**config.mk**
```make
export PLATFORM = sky130hd
export DESIGN_NAME = msx_audio_mixer
export DESIGN_NICKNAME = d
export VERILOG_FILES = /design/src/rtl/msx_audio_mixer.sv
export SDC_FILE = /design/constraint.sdc
export NUM_CORES = 1
export LEC_CHECK = 0
export ABC_AREA = 1
export BUFFER_PORTS_ARGS = -buffer_cell sky130_fd_sc_hd__buf_2
export CORE_ASPECT_RATIO = 1.5
export CORE_MARGIN = 2
export CORE_UTILIZATION = 53
export CTS_CLUSTER_SIZE = 25
export DETAILED_ROUTE_END_ITERATION = 16
export PLACE_DENSITY_LB_ADDON = 0.05
export SETUP_SLACK_MARGIN = 0.15
export SLEW_MARGIN = 0
export SYNTH_ARGS = -nofsm -noshare
export SYNTH_HDL_FRONTEND = slang
export SYNTH_SLANG_ARGS = --single-unit
```
**constraint.sdc**
```tcl
create_clock -name clk_sys -period 3.15 [get_ports clk_sys]
set_clock_uncertainty 0.05 [all_clocks]
set_input_delay 0 -clock clk_sys [delete_from_list [all_inputs] [get_ports clk_sys]]
set_output_delay 0 -clock clk_sys [all_outputs]
set_load 0.02 [all_outputs]
```
**src/rtl/msx_audio_mixer.sv**
```systemverilog
// Three-stage PSG/OPLL/PCM mixer with per-source gain, saturation, sticky clip and peak meter.
// Define MSX_MIXER_DCBLOCK_EN to build the PSG DC blocker; otherwise the PSG mixes as a positive-only level.

module msx_mix_gain (
    input  logic [15:0] x,
    input  logic [1:0]  code,
    output logic [16:0] y
);
    // 0 = mute, 1 = x/2 toward -inf, 2 = x, 3 = 2x; result is 17-bit two's complement
    always_comb begin
        y = '0;
        case (code)
            2'd0: y = '0;
            2'd1: y = {x[15], x[15], x[15:1]};
            2'd2: y = {x[15], x};
            default: y = {x, 1'b0};
        endcase
    end
endmodule

module msx_audio_mixer #(
    parameter int PEAK_W = 15
) (
    input  logic              clk_sys,
    input  logic              reset,
    input  logic              ce_sample,
    input  logic [9:0]        psg,
    input  logic [13:0]       opll,
    input  logic [15:0]       pcm,
    input  logic [1:0]        gain_psg,
    input  logic [1:0]        gain_opll,
    input  logic [1:0]        gain_pcm,
    input  logic              stat_clr,
    output logic [15:0]       audio_out,
    output logic              out_valid,
    output logic              clip,
    output logic [PEAK_W-1:0] peak
);
    localparam int NSRC = 3;

    // vld_pipe[k] marks a sample held in stage k's registers
    logic [3:1] vld_pipe;

    logic [10:0]          psg_ac;
    logic [10:0]          s1_psg;
    logic [13:0]          s1_opll;
    logic [15:0]          s1_pcm;
    logic [NSRC-1:0][1:0] s1_gain;

    logic [NSRC-1:0][15:0] src;
    logic [NSRC-1:0][16:0] scaled;
    logic [18:0]           sum;
    logic [18:0]           s2_sum;

    logic              ovf_pos;
    logic              ovf_neg;
    logic [15:0]       sat_val;
    logic [15:0]       neg_val;
    logic [14:0]       mag;
    logic [PEAK_W-1:0] mag_w;
    logic [PEAK_W-1:0] peak_base;

    always_ff @(posedge clk_sys) begin
        if (reset) vld_pipe <= '0;
        else       vld_pipe <= {vld_pipe[2:1], ce_sample};
    end
    assign out_valid = vld_pipe[3];

`ifdef MSX_MIXER_DCBLOCK_EN
    // Leaky integrator tracking 64x the PSG mean; settles to dc_acc[15:6] == psg
    logic [15:0] dc_acc;

    assign psg_ac = {1'b0, psg} - {1'b0, dc_acc[15:6]};

    always_ff @(posedge clk_sys) begin
        if (reset)          dc_acc <= '0;
        else if (ce_sample) dc_acc <= dc_acc + {6'd0, psg} - {6'd0, dc_acc[15:6]};
    end
`else
    assign psg_ac = {1'b0, psg};
`endif

    // Stage 1: capture data and gains together so a gain change never splits a sample
    always_ff @(posedge clk_sys) begin
        if (ce_sample) begin
            s1_psg     <= psg_ac;
            s1_opll    <= opll;
            s1_pcm     <= pcm;
            s1_gain[0] <= gain_psg;
            s1_gain[1] <= gain_opll;
            s1_gain[2] <= gain_pcm;
        end
    end

    // Stage 2: align every source to 16-bit full scale, apply gain, sum
    assign src[0] = {s1_psg, 5'd0};
    assign src[1] = {s1_opll, 2'd0};
    assign src[2] = s1_pcm;

    generate
        for (genvar i = 0; i < NSRC; i++) begin : g_src
            msx_mix_gain u_gain (
                .x    (src[i]),
                .code (s1_gain[i]),
                .y    (scaled[i])
            );
        end
    endgenerate

    assign sum = {{2{scaled[0][16]}}, scaled[0]}
               + {{2{scaled[1][16]}}, scaled[1]}
               + {{2{scaled[2][16]}}, scaled[2]};

    always_ff @(posedge clk_sys) begin
        if (vld_pipe[1]) s2_sum <= sum;
    end

    // Stage 3: saturate, then update output, clip flag and peak meter
    assign ovf_pos = ~s2_sum[18] & (s2_sum[17:15] != 3'b000);
    assign ovf_neg =  s2_sum[18] & (s2_sum[17:15] != 3'b111);
    assign sat_val = ovf_pos ? 16'h7FFF : (ovf_neg ? 16'h8000 : s2_sum[15:0]);
    assign neg_val = ~sat_val + 16'd1;

    always_comb begin
        mag = sat_val[14:0];
        if (sat_val == 16'h8000) mag = 15'h7FFF;
        else if (sat_val[15])    mag = neg_val[14:0];
    end

    assign mag_w     = PEAK_W'(mag);
    // A clear applies first, so a sample landing in the same cycle is still recorded
    assign peak_base = stat_clr ? '0 : peak;

    always_ff @(posedge clk_sys) begin
        if (reset) begin
            audio_out <= '0;
            clip      <= 1'b0;
            peak      <= '0;
        end else begin
            if (vld_pipe[2]) audio_out <= sat_val;
            clip <= (vld_pipe[2] & (ovf_pos | ovf_neg)) | (clip & ~stat_clr);
            peak <= (vld_pipe[2] && (mag_w > peak_base)) ? mag_w : peak_base;
        end
    end
endmodule

```
== Word-level counts from Yosys, hierarchy flattened ==
Index checks and enable logic that the tools add are counted.
Widths: inputs -> output; s select.

* Add/subtract/negate cells: 3
* Magnitude comparators: 1
* Equal/unequal tests: 8
* Mux-type cells: 9
* Bitwise logic cells: 9
* Reduce and logical (&&, ||, !) cells: 5

{| class="wikitable"
|+ Operator list
! operator !! count
|-
| $pmux 17 s3 || 2
|-
| $mux 15 || 4
|-
| $pmux 16 s3 || 1
|-
| $mux 16 || 2
|-
| $add 18x17->19 || 1
|-
| $add 17x17->18 || 1
|-
| $eq 16x16->1 const B || 1
|-
| $add 15x1->15 const B || 1
|-
| $gt 15x15->1 || 1
|-
| $not 15->15 || 1
|-
| $eq 2x1->1 const B || 3
|-
| $eq 2x2->1 const B || 3
|-
| $logic_not 2->1 || 3
|-
| $and 1x1->1 || 4
|-
| $ne 3x3->1 const B || 1
|-
| $reduce_bool 3->1 || 1
|-
| $not 1->1 || 2
|-
| $or 1x1->1 || 2
|-
| $logic_and 1x1->1 || 1
|}

* Flip-flop bits (word level): 100
* Word-level logic and storage cells: 46

== Depth between registers and ports, before layout ==
Gate-level depths: netlist of the first run.

* Depth after elaboration: 11
* Depth in mapped cells: 28

== Modules after synthesis ==
A second synthesis of the first run with hierarchy kept.

* Cells, all modules: 811
* Area, all modules: 6598.8 µm²

{| class="wikitable"
|+ Modules (own cells, without submodules)
! module !! times used !! cells an instance !! area each (µm²) !! seq. area each (µm²)
|-
| msx_audio_mixer || 1 || 589 || 5484.0 || 2652.5
|-
| msx_mix_gain || 3 || 74 || 371.6 || 0.0
|}

== Worst setup path after synthesis of the first run ==
OpenSTA, ideal clock, no wires.

* Kind: register -> register
* From: register s1_gain[3] (netlist bit)
* To: register s2_sum[18], data pin
* Arrival time: 3.045 ns
* Path slack: -0.197 ns
* Cell stages (with the launch flop): 19
* Clock period less this slack: 3.347 ns
* Path through: edfxtp_1 clkbuf_1 clkinv_1 nor2_1 inv_1 o21ai_0 ha_1 ha_1 fa_1 inv_1 o21ai_1 nand2_1 nand2_1 a21boi_0 o21ai_1 nand2_1 nand2_1 nand2_1 nand2_1

* Longest elaborated chain between the ends: 4
* Elaborated cells on any way between the ends: 6

{| class="wikitable"
|+ RTL lines
! element !! RTL line !! text
|-
| start, declared || 48 || <nowiki>logic [NSRC-1:0][1:0] s1_gain;</nowiki>
|-
| $eq 2x2->1 (tied with other cells) || 12 || <nowiki>case (code)</nowiki>
|-
| $pmux 17 s3 * || 12 ||
|-
| $add 17x17->18 * || 111 || <nowiki>+ {{2{scaled[1][16]}}, scaled[1]}</nowiki>
|-
| $add 18x17->19 * || 112 || <nowiki>+ {{2{scaled[2][16]}}, scaled[2]};</nowiki>
|-
| via sum[18] || 52 || <nowiki>logic [18:0] sum;</nowiki>
|-
| end signal, assigned || 115 || <nowiki>if (vld_pipe[1]) s2_sum <= sum;</nowiki>
|-
| end, declared || 53 || <nowiki>logic [18:0] s2_sum;</nowiki>
|}

The timed path passes the listed nets; every way through them passes the cells marked *.
A chain may end at the register's enable or synchronous reset.

== Worst setup path after layout of the first run ==
* From: register s1_gain[4] (netlist bit)
* To: register s2_sum[18], data pin

* Longest elaborated chain between the ends: 3
* Elaborated cells on any way between the ends: 5

{| class="wikitable"
|+ RTL lines
! element !! RTL line
|-
| $eq 2x2->1 (tied with other cells) || 12
|-
| $pmux 17 s3 * || 12
|-
| $add 18x17->19 * || 112
|-
| via sum[18] || 52
|}

Marks and branches as above.

==> run summary, run 1 <==
Worst R2R Setup Slack - -0.10 ns
most frequent cells in the layout - nand2_1 (129), buf_4 (99), inv_1 (97)
Max-slew headroom - 0.350
Switch Pwr - 2230 uW
Max Slew Vio Count - 0
DP Cell Count - 1030
H-tree depth - 3
IO Port Bufs - 82
non-filler cells, final - 1115
LEAKAGE - 0.00433 uW
CP arrival - 3.31 ns
total power - 5860 uW
Clock Path Buffers - 2
HP Start - reset
drt first-iter violations - 294
Syn Area/Cell - 8.52 um2
Starting Density - 0.537
initial antenna violation count - 0
Rows - 48
status - complete, but fails checks
DR vias - 6061
Setup CP Type - flop to flop
fin crit share - 1.03
Hold Vio Cnt, Final - 0
Worst Path Max Fanout - 4
Switching Share - 0.382
drt wl/cell - 17.3 um
Via density - 5.44
Critical Path Sink Type - flop
measured slew at the worst slew-check pin - 0.975 ns
largest family of logic cells by synthesized area - simple AND/OR/NAND/NOR gates
Syn Inst Count - 715
failing checks - negative setup slack
power share of the clock group - 0.191
simple-gate share of the synthesized area - 0.191
RSZ-0062 raised after global routing - yes
die height - 135 um
vias in the first global route - 6104
CTS tree - done
fmax - 0.307 GHz
RePlAce Congestion - 0.950
hold endpoint - vld_pipe[2]
die area - 12400 um2
Root Buffer - clkbuf_16
Clk pin slew, worst setup/hold paths - 0.07 ns
mux contribution to synthesized area - 0.00164
Post-Route WL - 19300 um
reg2reg end - s2_sum[18]
post-detail-place hpwl - 13000 um
DR pass1 iterations - 5
IO Pins - 83
largest net degree at the start of global routing - 48
power per cell area - 633 nW/um2
Synth Register Bits - 100
overall routing resource usage - 0.298
crit-path cells - buf_6 -> inv_4 -> nor2_4 -> inv_2 -> o221ai_2 -> buf_4 -> fa_1 -> ha_4 -> nand2_2 -> nor2_1 -> nand2_1 -> nand2_2 -> a21boi_2 -> o21ai_2 -> nand2_1 -> nand3_1 -> nand2_1
worst hold path depth - 2
total gr overflow - 0
unique cell type count in the Yosys netlist - 44
R2R depth - 17
Peak supply drop - 0.000383 V
layout cells sized above 1 - 0.399
area grow syn2layout - 52.0%
Util after Layout - 0.815
yosys warns - 0
Num CTS Buffers - 9
Cell Area, Synth - 6090 um2
first-pass GRT wire length - 28300 um
post-synthesis xor/xnor area fraction - 0.0230
crit path launch type - flop
sequential power share - 0.288
CP max stage cell - fa_1
drt drc - 0
combinational fraction of design power - 0.520
worst endpoint required time - 3.21 ns
CP most frequent cell - nand2_1
Max-Cap Viols - 0
Hold Path Class - input pin to flop
internal power - 3620 uW
max incr delay on CP - 0.52 ns
setup slack at placement - -0.287 ns
Die W - 91.5 um
worst skew pair latency - 0.36 ns
Synth Area in Compound Gates - 0.140
Post-Synth Adder-Cell Area - 0.118
Final nets - 1059
CTS Sinks - 100
Final setup viols - 16
Core Area - 11400 um2
Routed Antenna Nets - 0
minimum clock period - 3.25 ns
Final WS setup - -0.104 ns
register area share after synthesis - 0.435
leading cell type in the layout, fill and taps excluded - nand2_1
worst r2r src - s1_gain[4]
ant diodes - 0
Mapped Nets - 814
cells in the mapped netlist, drive strengths merged:
cell type	instances	area share
a211oi	1	0.0012
a21boi	1	0.0012
a21o	1	0.0012
a21oi	51	0.043
a221oi	4	0.0058
a22oi	1	0.0012
a32o	1	0.0016
buf	8	0.012
clkbuf	14	0.0086
clkinv	1	0.00062
dfxtp	35	0.12
edfxtp	65	0.32
fa	13	0.043
ha	36	0.074
inv	111	0.069
maj3	1	0.0016
mux2i	1	0.0016
nand2	168	0.11
nand3	41	0.037
nand4	6	0.0062
nor2	57	0.038
nor3	3	0.0025
o2111ai	1	0.0014
o211ai	8	0.0099
o21a	2	0.0025
o21ai	40	0.033
o221ai	22	0.032
o22ai	5	0.0051
o31ai	1	0.0012
xnor2	3	0.0043
xor2	13	0.019
state kept, by name, indices dropped and copies added (netlist names):
| signal | count |
|---|---|
| s2_sum | 19 |
| audio_out | 16 |
| s1_pcm | 16 |
| peak | 15 |
| s1_opll | 14 |
| s1_psg | 10 |
| s1_gain | 6 |
| vld_pipe | 3 |
| clip | 1 |
power by group through the flow:
| stage | Sequential [uW] | Clock (uW) | Combinational (uW) |
|---|---|---|---|
| finish | 1690 | 1120 | 3050 |
| global route | 1700 | 1180 | 3260 |
| CTS | 1680 | 1130 | 2560 |
| detailed placement | 1710 | 0 | 2110 |
| global placement | 1700 | 0 | 2050 |
| floorplan | 1710 | 0 | 1240 |
worst max-delay path, delay by kind of cell (launching register included):
kind	cells	cell delay, ns
buffers and inverters	4	0.49
adder cells (fa/ha/maj)	2	0.86
flip-flops	1	0.49
AO/OA/AOI/OAI	3	0.45
AND/OR/NAND/NOR	8	0.65
what timing repair did:
item	4_1_cts	5_1_grt
endpoints found under the hold margin	47	0
cloned	4	0
buffers inserted	10	8
setup endpoints to repair	24	26
pin swaps	57	55
hold buffers	47	0
resized for setup	112	83
layout make-up:
class,instances,area [um2]
Timing Repair Buffer,253,1920
Clock inverter,6,51.3
Tap cell,150,188
Sequential cell,100,2650
Timing Repair inverter,3,28.8
Multi-Input combinational cell,481,3720
Clock buffer,10,250
Inverter,112,439
Fill cell,697,2100
through the flow:
stage | TNS [ns] | area, um2 | hold WS (ns)
CTS | 0 | 8830 | 0.0510
detailed placement | -4.08 | 7470 | 0.128
floorplan | 0 | 6210 | 0.0334
finish | -0.642 | 9260 | 0.105
global placement | -2.50 | 7470 | 0.126
global route | -4.13 | 9260 | 0.118
per-layer routing:
layer / global-route usage / share of wire / vias to the layer above
li1: - / - / 2898
met1: 0.254 / 0.31 / 2817
met2: 0.581 / 0.56 / 242
met3: 0.0462 / 0.034 / 104
met4: 0.256 / 0.095 / 0
met5: 0 / 0 / -
cell families (layout without fill, tap and decap cells):
kind of cell    count (synthesis)  count (layout)
compound gates                139             139
xor+xnor                       16              16
fa+ha+maj                      50              50
buf+inv                       134             384
flops                         100             100
mux                             1               1
simple gates                  275             275
worst max path at each step:
| stage | from | endpoint | slack [ns] | cells past startpoint |
|---|---|---|---|---|
| 2_1_floorplan | s2_sum[15] | peak[6] | 0.02 | 27 |
| 3_3_place_gp | s2_sum[15] | peak[0] | -0.19 | 22 |
| 3_5_place_dp | s2_sum[16] | peak[0] | -0.29 | 24 |
| 4_1_cts | s2_sum[16] | peak[7] | 0.02 | 26 |
| 5_1_grt | s2_sum[16] | peak[5] | -0.30 | 26 |
| 6_report | s1_gain[4] | s2_sum[18] | -0.10 | 17 |
(Power assumes the default switching activity.)
==> run 2, diff against run 1 <==
==> constraint.sdc (replaced) <==
create_clock -name clk_sys -period 3.15 [get_ports clk_sys]
set_clock_uncertainty 0.05 [all_clocks]
set_input_delay 0.1575 -clock clk_sys [delete_from_list [all_inputs] [get_ports clk_sys]]
set_output_delay 0.1575 -clock clk_sys [all_outputs]
set_load 0.02 [all_outputs]
==> run summary, run 2 (synthesized netlist as in run 1, its figures left out) <==
Final setup viols - 15 (was 16)
RePlAce Congestion - 0.950 (unchanged)
worst skew pair latency - 0.35 ns (was 0.36 ns)
Critical Path Sink Type - flop (unchanged)
Peak supply drop - 0.000383 V (about the same)
IO Port Bufs - 82 (unchanged)
Root Buffer - clkbuf_16 (unchanged)
met3 WL post-DR - 624 um (was 665 um)
Rows - 48 (unchanged)
layout cells sized above 1 - 0.399 (about the same)
minimum clock period - 3.26 ns (was 3.25 ns)
Final WS setup - -0.110 ns (was -0.104 ns)
drt first-iter violations - 276 (was 294)
Clk pin slew, worst setup/hold paths - 0.07 ns (about the same)
worst endpoint required time - 3.20 ns (was 3.21 ns)
post-detail-place hpwl - 13000 um (unchanged)
Clock Path Buffers - 2 (unchanged)
failing checks - negative setup slack (unchanged)
Top Metal Used - met4 (unchanged)
largest net degree at the start of global routing - 48 (unchanged)
Max Slew Vio Count - 0 (unchanged)
CTS Sinks - 100 (unchanged)
CP arrival - 3.31 ns (about the same)
drt wl/cell - 17.3 um (about the same)
Hold Path Class - input pin to flop (unchanged)
first-pass GRT wire length - 28300 um (about the same)
H-tree depth - 3 (unchanged)
total gr overflow - 0 (unchanged)
Setup CP Type - flop to flop (unchanged)
Top reg by flops - s2_sum (unchanged)
drt drc - 0 (unchanged)
fillers - 699 (was 697)
Switching Share - 0.381 (was 0.382)
Num CTS Buffers - 9 (unchanged)
ant diodes - 0 (unchanged)
LEAKAGE - 0.00433 uW (about the same)
IO Pins - 83 (unchanged)
fmax - 0.307 GHz (about the same)
sequential power share - 0.289 (was 0.288)
die area - 12400 um2 (unchanged)
Max-slew headroom - 0.345 (was 0.350)
DR pass1 iterations - 5 (unchanged)
M1 WL - 6040 um (was 6060 um)
overall routing resource usage - 0.298 (about the same)
power per cell area - 632 nW/um2 (was 633 nW/um2)
total power - 5850 uW (was 5860 uW)
worst hold path depth - 4 (was 2)
Worst Path Max Fanout - 4 (unchanged)
Max-Cap Viols - 0 (unchanged)
Hold Vio Cnt, Final - 0 (unchanged)
DR vias - 6040 (was 6061)
vias in the first global route - 6095 (was 6104)
measured slew at the worst slew-check pin - 0.983 ns (was 0.975 ns)
Die W - 91.5 um (unchanged)
status - complete, but fails checks (unchanged)
Post-Route WL - 19200 um (was 19300 um)
power share of the clock group - 0.191 (about the same)
crit path launch type - flop (unchanged)
Routed Antenna Nets - 0 (unchanged)
combinational fraction of design power - 0.521 (was 0.520)
Starting Density - 0.537 (unchanged)
fin crit share - 1.03 (about the same)
Final nets - 1058 (was 1059)
Top Registers - s2_sum x19, audio_out x16, s1_pcm x16 (unchanged)
max FFs per register - 19 (unchanged)
Core Area - 11400 um2 (unchanged)
leading cell type in the layout, fill and taps excluded - nand2_1 (unchanged)
Switch Pwr - 2230 uW (about the same)
DP Cell Count - 1030 (unchanged)
RSZ-0062 raised after global routing - yes (unchanged)
initial antenna violation count - 0 (unchanged)
internal power - 3620 uW (about the same)
R2R depth - 17 (unchanged)
area grow syn2layout - 51.8% (was 52.0%)
non-filler cells, final - 1114 (was 1115)
die height - 135 um (unchanged)
CTS tree - done (unchanged)
WL met2 - 10800 um (was 10700 um)
most frequent cells in the layout - nand2_1 (129), buf_4 (99), inv_1 (97) (unchanged)
setup slack at placement - -0.287 ns (unchanged)
Via density - 5.42 (was 5.44)
==> run 2: changes by cell type in the layout (fill, tap and decap cells not counted) <==
cell and change:
dlygate4sd3_1 -1
==> run 2: metal layers <==
metal | GRT usage | vias to the layer above
met2 | 0.580 | 223
met5 | 0 | -
met4 | 0.256 | 0
met1 | 0.254 | 2821
met3 | 0.0462 | 97
li1 | - | 2899
==> run 2: power by group through the flow <==
stage,registers (uW),logic [uW],clock network [uW]
2_1_floorplan,1710,1240,0
3_3_place_gp,1700,2050,0
3_5_place_dp,1710,2110,0
4_1_cts,1680,2560,1130
5_1_grt,1700,3260,1180
6_report,1690,3040,1110
==> run 2: layout make-up <==
class	count	area, um2	share of cell area
multi-input cells	481	3720	0.403
flip-flops and latches	100	2650	0.287
repair buffers	252	1910	0.207
inverters	112	439	0.0475
clock buffers	10	250	0.0271
well taps	150	188	0.0203
clock inverters	6	51.3	0.00555
repair inverters	3	28.8	0.00311
==> run 2: per-stage QoR <==
step,util,hold WS [ns],setup TNS [ns],area [um2]
final,0.814,0.0626,-0.530,9250
after global routing,0.814,0.0652,-4.13,9250
after CTS,0.777,0.0619,0,8820
after detailed placement,0.658,0.286,-4.08,7470
after global placement,0.658,0.283,-2.50,7470
after floorplan,-,0.191,0,6210
==> run 2: final timing paths <==
kind                     start           end  slack (ns)
hold reg to reg   audio_out[1]  audio_out[1]        0.44
setup reg to reg    s1_gain[4]    s2_sum[18]       -0.11
setup / recovery    s1_gain[4]    s2_sum[18]       -0.11
hold / removal        stat_clr       peak[0]        0.06
==> run 2: timing repair <==
item,in CTS,in global routing
buffers inserted,10,8
setup endpoints to repair,24,26
endpoints found under the hold margin,46,0
gates resized for setup,112,83
hold buffers,46,0
pin swaps,57,55
cloned,4,0
==> run 2: critical path, stage by stage (launching register included) <==
cell and delay [ns]:
edfxtp_1 0.49, buf_6 0.17, inv_4 0.06, nor2_4 0.04, inv_2 0.10, o221ai_2 0.10
buf_4 0.16, fa_1 0.52, ha_4 0.34, nand2_2 0.06, nor2_1 0.09, nand2_1 0.08
nand2_2 0.10, a21boi_2 0.07, o21ai_2 0.27, nand2_1 0.13, nand3_1 0.09, nand2_1 0.07
==> run 3, diff against run 2 <==
CORE_MARGIN = default   (was 2)
PLACE_DENSITY = 0.77   (was default)
PLACE_DENSITY_LB_ADDON = default   (was 0.05)
SETUP_SLACK_MARGIN = 0.5   (was 0.15)
==> run summary, run 3 (synthesized netlist as in run 1, its figures left out) <==
status - complete, but fails checks (unchanged)
failing checks - negative setup slack (unchanged)
H-tree depth - 3 (unchanged)
layout cells sized above 1 - 0.457 (was 0.399)
total gr overflow - 0 (unchanged)
Setup CP Type - flop to flop (unchanged)
DR vias - 6948 (was 6040)
largest net degree at the start of global routing - 48 (unchanged)
crit-path cells - buf_6 -> nor2_4 -> inv_1 -> o21ai_2 -> ha_4 -> ha_4 -> fa_2 -> inv_2 -> o21ai_4 -> nand2_2 -> nand2_2 -> a21boi_4 -> o21ai_4 -> nand2_2 -> nand2_1 -> nand2_1 -> nand2_2 (was buf_6 -> inv_4 -> nor2_4 -> inv_2 -> o221ai_2 -> buf_4 -> fa_1 -> ha_4 -> nand2_2 -> nor2_1 -> nand2_1 -> nand2_2 -> a21boi_2 -> o21ai_2 -> nand2_1 -> nand3_1 -> nand2_1)
met2 GRT Util - 0.669 (was 0.580)
Critical Path Sink Type - flop (unchanged)
RSZ-0062 raised after global routing - yes (unchanged)
first-pass GRT wire length - 32100 um (was 28300 um)
Worst R2R Setup Slack - -0.41 ns (was -0.11 ns)
Clk pin slew, worst setup/hold paths - 0.07 ns (about the same)
minimum clock period - 3.56 ns (was 3.26 ns)
post-detail-place hpwl - 12400 um (was 13000 um)
Max Slew Vio Count - 0 (unchanged)
drt wl/cell - 23.9 um (was 17.3 um)
fin crit share - 1.13 (was 1.03)
area grow syn2layout - 59.9% (was 51.8%)
Final WS setup - -0.415 ns (was -0.110 ns)
met1 global-route usage - 0.332 (was 0.254)
IO Port Bufs - 82 (unchanged)
worst skew pair latency - 0.36 ns (was 0.35 ns)
die area - 11900 um2 (was 12400 um2)
Top Registers - s2_sum x19, audio_out x16, s1_pcm x16 (unchanged)
Multi-input gate area - 4110 um2 (was 3720 um2)
CP arrival - 3.59 ns (was 3.31 ns)
sequential power share - 0.270 (was 0.289)
CTS Sinks - 100 (unchanged)
Final nets - 1069 (was 1058)
Max-slew headroom - 0.304 (was 0.345)
RePlAce Congestion - 0.959 (was 0.950)
Final setup viols - 24 (was 15)
Routed Antenna Nets - 0 (unchanged)
Clock Path Buffers - 2 (unchanged)
leading cell type in the layout, fill and taps excluded - nand2_1 (unchanged)
die height - 133 um (was 135 um)
post-route cell area - 9740 um2 (was 9250 um2)
Hold Path Class - input pin to flop (unchanged)
max incr delay on CP - 0.53 ns (was 0.52 ns)
CP most frequent cell - nand2_2 (was nand2_1)
vias in the first global route - 6548 (was 6095)
Switch Pwr - 2670 uW (was 2230 uW)
LEAKAGE - 0.00444 uW (was 0.00433 uW)
Peak supply drop - 0.000433 V (was 0.000383 V)
fmax - 0.281 GHz (was 0.307 GHz)
Max-Cap Viols - 0 (unchanged)
power per cell area - 657 nW/um2 (was 632 nW/um2)
IO Pins - 83 (unchanged)
measured slew at the worst slew-check pin - 1.04 ns (was 0.983 ns)
Die W - 89.5 um (was 91.5 um)
most frequent cells in the layout - nand2_1 (107), buf_4 (95), inv_1 (90) (was nand2_1 (129), buf_4 (99), inv_1 (97))
Reg area - 2650 um2 (unchanged)
worst endpoint required time - 3.18 ns (was 3.20 ns)
Root Buffer - clkbuf_16 (unchanged)
CTS tree - done (unchanged)
ant diodes - 0 (unchanged)
drt drc - 0 (unchanged)
combinational fraction of design power - 0.561 (was 0.521)
Hold Vio Cnt, Final - 0 (unchanged)
initial antenna violation count - 0 (unchanged)
Starting Density - 0.548 (was 0.537)
max FFs per register - 19 (unchanged)
Core Area - 11100 um2 (was 11400 um2)
Via density - 6.19 (was 5.42)
Switching Share - 0.417 (was 0.381)
DR pass1 iterations - 5 (unchanged)
drt first-iter violations - 709 (was 276)
Num CTS Buffers - 9 (unchanged)
Top Usage Layer GRT - met2 (unchanged)
Top reg by flops - s2_sum (unchanged)
Post-Route WL - 26800 um (was 19200 um)
CP max stage cell - edfxtp_1 (was fa_1)
dpl cell area - 7470 um2 (about the same)
fillers - 457 (was 699)
Rows - 47 (was 48)
met3 Track Usage GR - 0.0793 (was 0.0462)
Worst Path Max Fanout - 4 (unchanged)
crit path launch type - flop (unchanged)
internal power - 3730 uW (was 3620 uW)
power share of the clock group - 0.169 (was 0.191)
Worst Hold Margin - 0.0750 ns (was 0.0626 ns)
overall routing resource usage - 0.371 (was 0.298)
==> run 3: cell types whose count changed in the layout (fill, tap and decap cells not counted), moves of 4 or more <==
cell      change
nand2_1      -22
nand2_2      +20
buf_6        +16
inv_1         -7
o221ai_1      -7
o221ai_4      +6
ha_4          +5
nor2_1        -5
buf_4         -4
ha_1          -4
inv_2         +4
==> run 3: layout make-up <==
| type | instances | share of cell area |
|---|---|---|
| clock inverter | 6 | 0.00411 |
| multi-input combinational | 481 | 0.422 |
| timing repair inverter | 3 | 0.00347 |
| timing repair buffer | 263 | 0.209 |
| sequential | 100 | 0.272 |
| inverter | 112 | 0.0468 |
| tap | 147 | 0.0189 |
| clock buffer | 10 | 0.0235 |
==> run 3: power by group through the flow <==
stage	clock (uW)	combinational, uW	sequential (uW)
after CTS	1040	2680	1690
final	1080	3590	1730
after detailed placement	0	2120	1720
after global placement	0	2060	1710
after floorplan	0	1410	1720
after global routing	1120	3780	1740
==> run 3: repair_timing <==
| action | 4_1_cts | 5_1_grt |
|---|---|---|
| endpoints found under the setup margin | 29 | 30 |
| gates resized for setup | 126 | 118 |
| setup buffers | 30 | 29 |
| hold buffers | 46 | 0 |
| cloned | 3 | 0 |
| pin swaps | 61 | 54 |
| endpoints found under the hold margin | 46 | 0 |
==> run 3: through the flow <==
step            util  TNS [ns]  cells  setup slack, ns  total power (uW)
6_report       0.876     -5.41   1122           -0.415              6400
5_1_grt        0.876     -8.93   1122           -0.497              6640
4_1_cts        0.807         0   1093           0.0317              5420
3_5_place_dp   0.672     -4.60    998           -0.324              3840
3_3_place_gp   0.672     -2.47    998           -0.206              3770
2_1_floorplan      -         0    715           0.0234              3130
==> run 3: final timing paths <==
kind,to,cells past startpoint,from
max reg2reg,s2_sum[18],17,s1_gain[2]
min reg2reg,audio_out[12],2,audio_out[12]
min,peak[0],4,stat_clr
max,s2_sum[18],17,s1_gain[2]
==> run 3: routing by layer <==
layer	routed length [um]	part of all wire	vias to the layer above
met5	0	0	-
met4	3250	0.12	0
met3	2260	0.084	244
met2	13300	0.50	561
met1	8040	0.30	3222
li1	-	-	2921
==> run 3: critical path, delay by kind of cell (launching register included) <==
kind,cells,cell delay [ns]
AOI/OAI and AO/OA,4,0.70
buffers and inverters,3,0.43
and+or+nand+nor,7,0.73
DFF,1,0.53
adders and majority gates,3,0.84
